--- src/rtl/vm_decoder_2to4.sv ---
// Registered 2-to-4 one-hot decoder with capture enable, valid flag,
// selection-change strobe and a saturating hold counter.
module vm_decoder_2to4 #(
    parameter logic        ACTIVE_LOW = 1'b0,
    parameter int unsigned HOLD_W     = 8
) (
    input  logic              clk,
    input  logic              rst,
    input  logic              en,
    input  logic              sel0,
    input  logic              sel1,
    output logic              S0,
    output logic              S1,
    output logic              S2,
    output logic              S3,
    output logic              valid,
    output logic              changed,
    output logic [HOLD_W-1:0] hold_cnt
);

    logic [1:0]        w_idx;
    logic              w_diff;
    logic              w_hold_max;
    logic [3:0]        w_onehot_next;

    logic [3:0]        r_onehot;
    logic [1:0]        r_last_idx;
    logic              r_valid;
    logic              r_changed;
    logic [HOLD_W-1:0] r_hold;

    assign w_idx      = {sel1, sel0};
    // The first capture after reset always counts as a change.
    assign w_diff     = !r_valid || (w_idx != r_last_idx);
    assign w_hold_max = &r_hold;

    always_comb begin
        w_onehot_next        = '0;
        w_onehot_next[w_idx] = 1'b1;
    end

    always_ff @(posedge clk) begin
        if (rst) begin
            r_onehot   <= '0;
            r_last_idx <= '0;
            r_valid    <= 1'b0;
            r_changed  <= 1'b0;
            r_hold     <= '0;
        end else if (en) begin
            r_onehot   <= w_onehot_next;
            r_last_idx <= w_idx;
            r_valid    <= 1'b1;
            r_changed  <= w_diff;
            if (w_diff) begin
                r_hold <= '0;
            end else if (!w_hold_max) begin
                r_hold <= r_hold + 1'b1;
            end
        end else begin
            r_changed  <= 1'b0;
        end
    end

    // Polarity is applied to the registered one-hot, so no input-to-output path exists.
    assign S0       = r_onehot[0] ^ ACTIVE_LOW;
    assign S1       = r_onehot[1] ^ ACTIVE_LOW;
    assign S2       = r_onehot[2] ^ ACTIVE_LOW;
    assign S3       = r_onehot[3] ^ ACTIVE_LOW;
    assign valid    = r_valid;
    assign changed  = r_changed;
    assign hold_cnt = r_hold;

endmodule

--- config.mk ---
export PLATFORM = sky130hd
export DESIGN_NAME = vm_decoder_2to4
export DESIGN_NICKNAME = d
export VERILOG_FILES = /design/src/rtl/vm_decoder_2to4.sv
export SDC_FILE = /design/constraint.sdc
export NUM_CORES = 1
export LEC_CHECK = 0
export BUFFER_PORTS_ARGS = -buffer_cell sky130_fd_sc_hd__buf_2
export CAP_MARGIN = 20
export CORE_AREA = 2 2 45 47
export CTS_CLUSTER_DIAMETER = 100
export DETAILED_ROUTE_END_ITERATION = 16
export DIE_AREA = 0 0 47 49
export PLACE_DENSITY = 0.67
export REMOVE_ABC_BUFFERS = 1
export SLEW_MARGIN = 10
export SYNTH_ARGS = -nofsm -noshare
export SYNTH_HDL_FRONTEND = slang
export SYNTH_SLANG_ARGS = --single-unit
export TNS_END_PERCENT = 50
--- constraint.sdc ---
create_clock -name clk -period 1.8 [get_ports clk]
set_input_delay 0.36 -clock clk [delete_from_list [all_inputs] [get_ports clk]]
set_output_delay 0.36 -clock clk [all_outputs]
set_load 0.01 [all_outputs]
; Word level (Yosys, flattened, before mapping)
; Cells that the tools add are included.
; W data, S select, Z words.
[totals]
ff_bits = 16
output_inout_bits = 14
elab_cells = 21
[op_classes]
add_sub_neg = 1
magnitude_cmp = 2
n_eq_ne = 2
mux = 4
bitwise_logic = 1
n_reduce_logical = 6
[ops]
columns = operator, n
row1 = $mux W8, 2
row2 = $add A8 B1 Y8 const B, 1
row3 = $reduce_and A8 Y1, 1
row4 = $lt A2 B3 Y1 const B, 1
row5 = $demux W1 S2, 1
row6 = $ge A2 B1 Y1 const B, 1
row7 = $ne A2 B2 Y1, 1
row8 = $ne A2 B2 Y1 const B, 1
row9 = $reduce_and A2 Y1, 1
row10 = $reduce_or A2 Y1, 1
row11 = $logic_and A1 B1 Y1, 1
row12 = $logic_not A1 Y1, 1
row13 = $logic_or A1 B1 Y1, 1
row14 = $mux W1, 1
row15 = $not A1 Y1, 1

; Longest topological paths before layout
[logic_depth]
ltp_word = 4
ltp_mapped = 5
mapped_depth_nobuf = 5

; Least setup slack after synthesis
; Ideal clock, no wire load.
[synth_timing]
path_type = reg2reg
from = register r_hold[0] (netlist: hold_cnt[0])
to = register r_hold[5] (netlist: hold_cnt[5])
setup_ns = 0.135
t_arrival_ns = 1.350
t_required_ns = 1.665
slack_ns = 0.316
stages_incl_launch_ff = 6
period_less_slack_ns = 1.484
path_cell_list = dfxtp_1 -> ha_1 -> nand4_1 -> nor2_1 -> o41ai_1 -> a221oi_2
[synth_via]
elab_chain_len = 3
[synth_lines]
columns = item, line
row1 = from (decl), 30  ; logic [HOLD_W-1:0] r_hold;
row2 = from (signal assigned), 57  ; r_hold <= r_hold + 1'b1;
row3 = $add A8 B1 Y8 or $reduce_and A8 Y1 (tied branches), "57, 35"
row4 = $mux W8 or $ne A2 B2 Y1 (tied branches), --
row5 = $mux W8 or $reduce_and A2 Y1 (tied branches), --
; Several ways; a longest one is shown, not always the timed one. The select of a mux whose other input is x is not followed.
; A chain may end at the register's enable or synchronous reset.

; Worst setup path after layout
; Same ends and word-level chain as after synthesis.

==> metrics <==
Worst Skew ~0.0048 ns; crit-path max FO 7; share of the synthesized area in the top cell type approximately two fifths; area delta synth->final 15.6%; DIE AREA between 0.002 and 0.0025 sq mm; DR WL met3 between 60 and 70 microns; Ant. Diodes 0; sequential area share after synthesis ~41%; Pleak ~0.34 nW; antenna-violating nets left 0; detailed router's first-iteration violation count 10; Worst-Margin Slew between 0.3 and 0.4 ns; share of cells above drive strength 1 24.3%; DR vias approximately 730; Warnings, synthesis 0; DR WL/cell about 11 microns; antenna violations before repair 0; max-cap viol count 0; CTS tree built; PostCTS Resize Cnt 0; Hold Vio Cnt, Final 0; Final Max Tran Viols 0; arrival time of the worst setup path roughly 1.8 ns; DRC 0; DP Cell Count 130; share of synthesized registers carrying an async set or reset 0%; first drt pass iteration count 4; RSZ-0062 raised after global routing no; Yosys top cell by area dfxtp_1; input/output buffers 18; core area 0.00184 sq mm; synthesized flop and latch total 16; total power approximately 0.66 mW; Clk pin slew, worst setup/hold paths 0.10 ns; CTS Root Cell clkbuf_4; Initial Util between 40% and 50%; die span in x approximately 47 microns; Final Non-Filler Cells about 130; Min Hold Slack about 0.38 ns; gr usage total between 10% and 20%; CP required ~2 ns; Die Y between 40 and 50 microns; Main synth FF type dfxtp_1; CTS Buf Count 3; IR drop worst, VDD 0.396 mV; headroom to the max-slew limit 74.7%; vias in the first global route around 610; Final Cycle Share between 80% and 90%; mapped cell area approximately 780 sq um; Worst Hold Class input port to flip-flop; clock sinks 16; Post-Syn Area per Cell 8.65 sq um; TNS Setup 0 ns; met2 WL 676 microns; Clock Path Buffers 2; row cnt 16; Ports 19; Routed WL around 1500 microns; number of distinct library cells after synthesis 29; Area contributors post-synth dfxtp_1 41%, nand2_1 5.3%, a21oi_1 5.1%, a211oi_1 3.9%, nor2_1 3.9%; Worst setup SP type flip-flop; Final min period 1.61 ns; met1 WL 758 microns; H-tree Lvls 1; Post-CTS Setup Repair Bufs 0; setup violators final 0; Max Clk Rate around 620 MHz; EDFF count, synth 0; RD Place Congestion about 0.85; Layout Nets between 100 and 150; pwr dens between 700 and 800 mW/mm^2; CP endpoint kind flip-flop; Post-Synthesis Cells 90; status finished clean; first-pass GRT wire length between 2000 and 2500 microns; DR vias/cell 5.43; grt ovf 0; CP Class flip-flop to flip-flop; cts hold-fix bufs 0; top routing layer in use met4; count leader, synth dfxtp_1; HPWL after DPL ~1100 microns; synth cell count leaders 16 x dfxtp_1, 11 x nand2_1, 8 x a21oi_1, 8 x nor2_1, 5 x o21ai_0; largest net degree at the start of global routing 21; Worst-Skew Late Latency 0.28 ns
==> cell type report <==
type	instances	area [sq um]
multi-input cells	66	404
clock buffers	4	36.3
fillers	188	942
well taps	27	33.8
inverters	2	7.51
flip-flops and latches	16	320
repair buffers	19	97.6
==> per-layer routing <==
| layer | up-vias | GRT usage [%] |
|---|---|---|
| li1 | 373 | - |
| met1 | 339 | 19.6 |
| met2 | 14 | 21.7 |
| met3 | 2 | 3.33 |
| met4 | 0 | 5.56 |
| met5 | - | 0 |
==> path summary, 6_finish.rpt <==
kind               start           to  slack, ns  depth (start not counted)
max          hold_cnt[0]  hold_cnt[5]       0.19                          5
min                 sel0  r_onehot[3]       0.38                          3
max reg2reg  hold_cnt[0]  hold_cnt[5]       0.19                          5
min reg2reg  r_onehot[2]  r_onehot[2]       0.47                          2
==> worst max-delay path, cell delays in order (launching register included) <==
cell and delay (ns):
dfxtp_1 0.47, ha_1 0.30, nand4_1 0.24, nor2_1 0.16, o41ai_1 0.10, a221oi_2 0.27
==> layout by cell type, fill, tap and decap left out, drive strengths merged, types with 2 or more instances in the layout <==
cell type | Yosys | final
nand3 | 4 | 4
nor4b | 2 | 2
nand3b | 2 | 2
and3 | 2 | 2
nand2 | 11 | 11
o21ai | 5 | 5
nor3 | 3 | 3
o41ai | 2 | 2
nor2 | 8 | 8
dfxtp | 16 | 16
a41oi | 2 | 2
inv | 2 | 2
a21oi | 8 | 8
clkbuf | 1 | 4
xnor2 | 2 | 2
a211oi | 4 | 4
a31oi | 2 | 2
buf | 5 | 19
==> sequential cells by signal, summed over array words and instances (netlist names) <==
register	count
r_onehot	4
r_last_idx	2
hold_cnt	8
valid	1
changed	1
==> metrics by stage <==
stage / worst slack (ns) / util (%) / instance area, sq um
detailed placement: 0.211 / 46.9 / 863
global placement: 0.280 / 46.9 / 863
finish: 0.186 / 48.8 / 900
CTS: 0.190 / 48.8 / 900
floorplan: 0.316 / - / 732
global route: 0.0184 / 48.8 / 900
==> logic make-up (layout without fill, tap and decap cells) <==
logic type | after synthesis | count (layout) | share of synthesized area (%)
buffers and inverters | 8 | 25 | 6.91
adder cells (fa/ha/maj) | 1 | 1 | 1.61
flip-flops | 16 | 16 | 41.2
multiplexers | 1 | 1 | 1.29
XOR/XNOR | 2 | 2 | 2.25
AO/OA/AOI/OAI | 27 | 27 | 24.1
AND/OR/NAND/NOR | 35 | 35 | 22.7
==> power by group <==
group	internal, mW	leakage [nW]	total, mW	switching (mW)
sequential	0.363	0.130	0.369	0.00541
clock	0.123	0.0210	0.234	0.111
combinational	0.0235	0.186	0.0610	0.0375
No activity file was read; power rests on OpenSTA's default activity.
